### src/rtl/uart_tx_feeder.sv
// uart_tx_feeder: byte FIFO plus drain FSM feeding the UART transmitter.
// Ports: wr_en/wr_data/flush/ovf_clr in; full/empty/level/overflow/idle status; tx_* handshake.
module uart_tx_feeder #(
  parameter int DEPTH = 16,
  localparam int AW = $clog2(DEPTH)
) (
  input  logic          clk,
  input  logic          rst_n,
  input  logic          wr_en,
  input  logic [7:0]    wr_data,
  input  logic          flush,
  input  logic          ovf_clr,
  output logic          full,
  output logic          empty,
  output logic [AW:0]   level,
  output logic          overflow,
  output logic          idle,
  output logic          tx_start,
  output logic [7:0]    tx_data,
  input  logic          tx_busy,
  input  logic          tx_done
);

  typedef enum logic [1:0] {
    S_IDLE   = 2'd0,
    S_LAUNCH = 2'd1,
    S_WAIT   = 2'd2
  } state_t;

  state_t        state;
  state_t        state_nx;
  logic [7:0]    mem [DEPTH];
  logic [AW-1:0] wr_ptr;
  logic [AW-1:0] rd_ptr;
  logic          pop;
  logic          push;
  logic          drop;

  assign full  = (level == (AW+1)'(DEPTH));
  assign empty = (level == '0);
  assign idle  = empty & (state == S_IDLE) & ~tx_start;

  // A pop frees a slot this cycle, so a write to a full FIFO is still taken.
  assign push = wr_en & ~flush & (~full | pop);
  assign drop = wr_en & ~flush & full & ~pop;

  always_comb begin
    state_nx = state;
    pop      = 1'b0;
    unique case (state)
      S_IDLE: begin
        if (!empty && !flush) begin
          pop      = 1'b1;
          state_nx = S_LAUNCH;
        end
      end
      S_LAUNCH: begin
        if (tx_busy) state_nx = S_WAIT;
      end
      // Leaving on the first done cycle means a lingering second
      // done cycle lands in IDLE, where it is ignored.
      S_WAIT: begin
        if (tx_done && !tx_busy) state_nx = S_IDLE;
      end
      default: state_nx = S_IDLE;
    endcase
  end

  always_ff @(posedge clk or negedge rst_n) begin
    if (!rst_n) state <= S_IDLE;
    else        state <= state_nx;
  end

  always_ff @(posedge clk) begin
    if (push) mem[wr_ptr] <= wr_data;
  end

  always_ff @(posedge clk or negedge rst_n) begin
    if (!rst_n) begin
      wr_ptr <= '0;
      rd_ptr <= '0;
      level  <= '0;
    end else if (flush) begin
      wr_ptr <= '0;
      rd_ptr <= '0;
      level  <= '0;
    end else begin
      if (push) wr_ptr <= wr_ptr + AW'(1);
      if (pop)  rd_ptr <= rd_ptr + AW'(1);
      if (push && !pop)      level <= level + (AW+1)'(1);
      else if (pop && !push) level <= level - (AW+1)'(1);
    end
  end

  always_ff @(posedge clk or negedge rst_n) begin
    if (!rst_n)       overflow <= 1'b0;
    else if (drop)    overflow <= 1'b1;
    else if (ovf_clr) overflow <= 1'b0;
  end

  always_ff @(posedge clk or negedge rst_n) begin
    if (!rst_n) begin
      tx_start <= 1'b0;
      tx_data  <= 8'h00;
    end else begin
      tx_start <= pop;
      if (pop) tx_data <= mem[rd_ptr];
    end
  end

endmodule

### config.mk
export PLATFORM = sky130hd
export DESIGN_NAME = uart_tx_feeder
export DESIGN_NICKNAME = d
export VERILOG_FILES = /design/src/rtl/uart_tx_feeder.sv
export SDC_FILE = /design/constraint.sdc
export NUM_CORES = 1
export LEC_CHECK = 0
export CORE_ASPECT_RATIO = 1.4
export CORE_UTILIZATION = 40
export CTS_BUF_LIST = sky130_fd_sc_hd__clkbuf_2 sky130_fd_sc_hd__clkbuf_4 sky130_fd_sc_hd__clkbuf_8
export DETAILED_ROUTE_END_ITERATION = 8
export GPL_ROUTABILITY_DRIVEN = 0
export PLACE_DENSITY = 0.68
export SETUP_SLACK_MARGIN = 0.3
export SYNTH_ARGS = -nofsm -noshare
export SYNTH_HDL_FRONTEND = slang
export SYNTH_SLANG_ARGS = --single-unit
### constraint.sdc
create_clock -name clk -period 2.8 [get_ports clk]
set_input_delay 0.28 -clock clk [delete_from_list [all_inputs] [get_ports clk]]
set_output_delay 0.28 -clock clk [all_outputs]
set_load 0.005 [all_outputs]
==> results_tabular.tex, run 1 <==
\begin{tabular}{lr}
\hline
Metric & Value \\
\hline
\multicolumn{2}{l}{\textbf{Run status}} \\
Result of the run & finished, final reports clean \\
\multicolumn{2}{l}{\textbf{Pwr}} \\
Peak supply drop & 717 uV \\
Total leakage power & 2.58 nW \\
Total power density per cell area & 865 mW/mm\^{}2 \\
\multicolumn{2}{l}{\textbf{Logic synthesis}} \\
Cells after synthesis & 350 \\
Syn. warnings & 0 \\
Mean Syn Cell Area & 18.1 um\^{}2 \\
Area fraction in compound gates after synthesis & 4.10\% \\
Dominant register cell in the synthesized netlist & sky130\_fd\_sc\_hd\_\_edfxtp\_1 \\
Area share of and/or/nand/nor cells after synthesis & 5.42\% \\
Total nets after synthesis & 375 \\
Mux contribution to synthesized area & 15.0\% \\
Main combinational cell family by area after synthesis & multiplexers \\
Cells taking the most area after synthesis & sky130\_fd\_sc\_hd\_\_edfxtp\_1 (61\%), sky130\_fd\_sc\_hd\_\_mux4\_2 (11\%), sky130\_fd\_sc\_hd\_\_dfrtp\_1 (9.9\%) \\
Unique masters post-synth & 45 \\
Post-synthesis share of cell area spent on full adders, half adders and majority gates & 2.10\% \\
Number of synthesized register bits & 153 \\
Synth async-reset ratio & 16.3\% \\
Post-synth top area cell & sky130\_fd\_sc\_hd\_\_edfxtp\_1 \\
Top-area cell type share of the netlist area & 60.8\% \\
Xor/xnor share of the synthesized area & 0.554\% \\
Sequential cell area fraction in the yosys report & 70.7\% \\
EDFF count, synth & 128 \\
Netlist area before placement & 0.00632 mm\^{}2 \\
\multicolumn{2}{l}{\textbf{Placement}} \\
Count of buffers from port buffering & 32 \\
Worst slack at placement & 158 ps \\
Half-perimeter wire length after detailed placement & 7880 um \\
\multicolumn{2}{l}{\textbf{CTS}} \\
Clk sinks & 153 \\
CTS tree & built \\
Insertion delay to the later sink of the worst-skew pair & 440 ps \\
Level count of the clock H-tree & 4 \\
Clock transition at the register clock pins on the worst setup and hold paths after CTS & 80 ps \\
Master cell of the clock root buffer & sky130\_fd\_sc\_hd\_\_clkbuf\_8 \\
Total CTS buffers & 17 \\
Clock Tree Buf Depth & 2 \\
\multicolumn{2}{l}{\textbf{Worst setup path}} \\
CP arrival & 2880 ps \\
Launch point of the worst reg-to-reg path & level[1]\$\_DFFE\_PN0P\_ \\
Highest fanout seen on the critical path & 5 \\
R2r setup slk & 230 ps \\
CP Capture Type & flop \\
Critical Path Source Type & flop \\
Number of cells on the worst reg-to-reg path & 8 \\
Critical path class & reg2reg \\
End of the worst register-to-register path & level[4]\$\_DFFE\_PN0P\_ \\
Required @ worst endpoint & 3120 ps \\
\multicolumn{2}{l}{\textbf{Min path}} \\
Hold crit path type & in2async \\
\multicolumn{2}{l}{\textbf{Timing}} \\
Crit path setup slack, layout & 234 ps \\
Setup violations, final & 0 \\
Final hold viol count & 0 \\
Fin Setup TNS & 0 ps \\
RSZ-0062 raised after global routing & true \\
Max Clock Skew & 11.8 ps \\
WHS & 220 ps \\
Worst rel slew slack & 60.2\% \\
Worst-margin pin slew & 595 ps \\
Slew Viols, Final & 0 \\
Final critical-path share of the clock period & 91.6\% \\
Shortest clock period the worst path allows after layout & 2570 ps \\
Maximum achievable frequency & 390 MHz \\
\multicolumn{2}{l}{\textbf{Floorplan}} \\
Floorplan die width & 108 um \\
Area of the placeable core & 0.0155 mm\^{}2 \\
I/O pins & 33 \\
DIE AREA & 0.0163 mm\^{}2 \\
Row count & 54 \\
Vertical die dimension & 151 um \\
Starting density of the core & 40.7\% \\
\multicolumn{2}{l}{\textbf{Final layout}} \\
Number of nets in the final layout & 436 \\
Antenna diodes & 0 \\
Post-synthesis to final-layout area growth & 19.5\% \\
Fraction of layout cells with a size suffix above 1 & 28.1\% \\
\multicolumn{2}{l}{\textbf{Route}} \\
Total detailed-routing wirelength & 12500 um \\
Detailed-routing iteration count for the pre-antenna-repair pass & 4 \\
Post-detailed-route count of antenna-violating nets & 0 \\
Number of violations reported at the end of detailed-routing iteration 0 & 157 \\
DRC violations left & 0 \\
Average wire per standard cell & 20.1 um \\
Via Count & 3327 \\
Via-to-Cell Ratio & 5.37 \\
\multicolumn{2}{l}{\textbf{Global route}} \\
Maximum number of pins on one net before global-route repair & 36 \\
Overflow left after global routing & 0 \\
GRT Total Usage & 16.7\% \\
Vias in the first global route & 3488 \\
Wire length of the first global-routing pass & 19300 um \\
Number of antenna violations at the first check in global routing & 0 \\
\multicolumn{2}{l}{\textbf{Flow run}} \\
Max-capacitance violation count & 0 \\
\hline
\end{tabular}
-- worst max-delay path by stage --
stage,depth (start not counted),to,slack [ps],startpoint
floorplan,9,level[4]$_DFFE_PN0P_,200,level[1]$_DFFE_PN0P_
CTS,8,level[4]$_DFFE_PN0P_,260,level[0]$_DFFE_PN0P_
global placement,8,level[4]$_DFFE_PN0P_,210,level[1]$_DFFE_PN0P_
detailed placement,8,level[4]$_DFFE_PN0P_,160,level[1]$_DFFE_PN0P_
global route,8,level[4]$_DFFE_PN0P_,150,level[1]$_DFFE_PN0P_
finish,8,level[4]$_DFFE_PN0P_,230,level[1]$_DFFE_PN0P_
-- layout make-up --
type	instances	area, um^2
Clock buffer	21	283
Clock inverter	11	143
Fill cell	1300	7990
Inverter	12	45.0
Multi-Input combinational cell	167	1820
Sequential cell	153	4470
Tap cell	196	245
Timing Repair Buffer	60	548
-- stage by stage --
stage	instances	utilization [%]	total power, mW	area, um^2
finish	620	48.6	6.53	7550
floorplan	350	-	4.02	6370
detailed placement	582	45.3	4.66	7040
global placement	582	45.3	4.60	7040
global route	620	48.6	6.84	7550
CTS	617	48.4	6.51	7520
-- synth_stat cells (2+ instances only) --
cell and n:
sky130_fd_sc_hd__o221ai_1 8, sky130_fd_sc_hd__nor4_1 5, sky130_fd_sc_hd__mux2_2 4, sky130_fd_sc_hd__mux2i_1 16, sky130_fd_sc_hd__buf_1 2, sky130_fd_sc_hd__and3_1 2
sky130_fd_sc_hd__nor2_1 10, sky130_fd_sc_hd__nor2b_1 2, sky130_fd_sc_hd__nand3_1 6, sky130_fd_sc_hd__xor2_1 3, sky130_fd_sc_hd__o21ai_0 6, sky130_fd_sc_hd__o31ai_1 2
sky130_fd_sc_hd__inv_1 11, sky130_fd_sc_hd__dfrtp_1 25, sky130_fd_sc_hd__buf_6 2, sky130_fd_sc_hd__a21o_1 2, sky130_fd_sc_hd__clkbuf_1 7, sky130_fd_sc_hd__o211ai_1 2
sky130_fd_sc_hd__nor3_1 3, sky130_fd_sc_hd__and2_1 8, sky130_fd_sc_hd__mux4_2 32, sky130_fd_sc_hd__ha_1 9, sky130_fd_sc_hd__nand3b_1 2, sky130_fd_sc_hd__or3_1 3
sky130_fd_sc_hd__a211oi_1 2, sky130_fd_sc_hd__nand2b_1 3, sky130_fd_sc_hd__nand2_1 16, sky130_fd_sc_hd__buf_2 7, sky130_fd_sc_hd__a21oi_1 7, sky130_fd_sc_hd__edfxtp_1 128
-- cell usage in the layout (no fill, tap or decap), types with 4 or more instances in the layout --
| cell | instances |
|---|---|
| sky130_fd_sc_hd__a21oi_1 | 5 |
| sky130_fd_sc_hd__and2_1 | 8 |
| sky130_fd_sc_hd__buf_4 | 27 |
| sky130_fd_sc_hd__clkbuf_8 | 20 |
| sky130_fd_sc_hd__clkdlybuf4s50_1 | 30 |
| sky130_fd_sc_hd__clkinv_2 | 4 |
| sky130_fd_sc_hd__dfrtp_1 | 22 |
| sky130_fd_sc_hd__edfxtp_1 | 128 |
| sky130_fd_sc_hd__ha_1 | 7 |
| sky130_fd_sc_hd__inv_1 | 11 |
| sky130_fd_sc_hd__mux2_2 | 4 |
| sky130_fd_sc_hd__mux2i_1 | 16 |
| sky130_fd_sc_hd__mux4_2 | 32 |
| sky130_fd_sc_hd__nand2_1 | 16 |
| sky130_fd_sc_hd__nand3_1 | 5 |
| sky130_fd_sc_hd__nor2_1 | 10 |
| sky130_fd_sc_hd__o21ai_0 | 6 |
| sky130_fd_sc_hd__o221ai_1 | 8 |
-- cells by family (layout without fill, tap and decap cells) --
| group | after synthesis | in the layout |
|---|---|---|
| AOI/OAI and AO/OA | 35 | 35 |
| xor gates and xnor gates | 4 | 4 |
| adders and majority gates | 10 | 10 |
| buffers and inverters | 30 | 104 |
| DFF | 153 | 153 |
| muxes | 53 | 53 |
| and+or+nand+nor | 65 | 65 |
-- worst max-delay path: stages, from the launching register on --
cell	delay (ps)
sky130_fd_sc_hd__dfrtp_2	410
sky130_fd_sc_hd__or4_4	540
sky130_fd_sc_hd__mux2i_4	180
sky130_fd_sc_hd__or2b_4	330
sky130_fd_sc_hd__ha_4	260
sky130_fd_sc_hd__a21oi_4	230
sky130_fd_sc_hd__a211oi_2	130
sky130_fd_sc_hd__a311oi_2	260
sky130_fd_sc_hd__a21oi_1	90
-- repair_timing --
action / CTS / global route
hold buffers: 0 / 0
resized for setup: 5 / 4
setup endpoints to repair: 5 / 5
pin swaps: 6 / 7
setup buffers: 3 / 3
-- report_power, final --
group	switching [mW]	internal [mW]	total, mW	leakage (nW)
Sequential	0.139	2.62	2.76	1.47
Clock	0.787	0.962	1.75	0.216
Combinational	0.954	1.07	2.02	0.890
-- state kept, by name, indices dropped and copies added (netlist names) --
name and cells:
level 5, mem 128, overflow 1, rd_ptr 4, state 2, tx_data 8, tx_start 1, wr_ptr 4
-- metal layers --
| layer | GRT usage (%) | routed length (um) | vias to the layer above |
|---|---|---|---|
| li1 | - | - | 1511 |
| met1 | 19.0 | 5120 | 1728 |
| met2 | 30.6 | 6740 | 69 |
| met3 | 2.84 | 356 | 19 |
| met4 | 6.96 | 264 | 0 |
| met5 | 0 | 0 | - |
(Power assumes the default switching activity.)
==> inputs of run 2 (changes only) <==
- CAP_MARGIN: unset -> 30
==> results of run 2 <==
The final DEF is identical to that of run 1; final timing and power are the same.
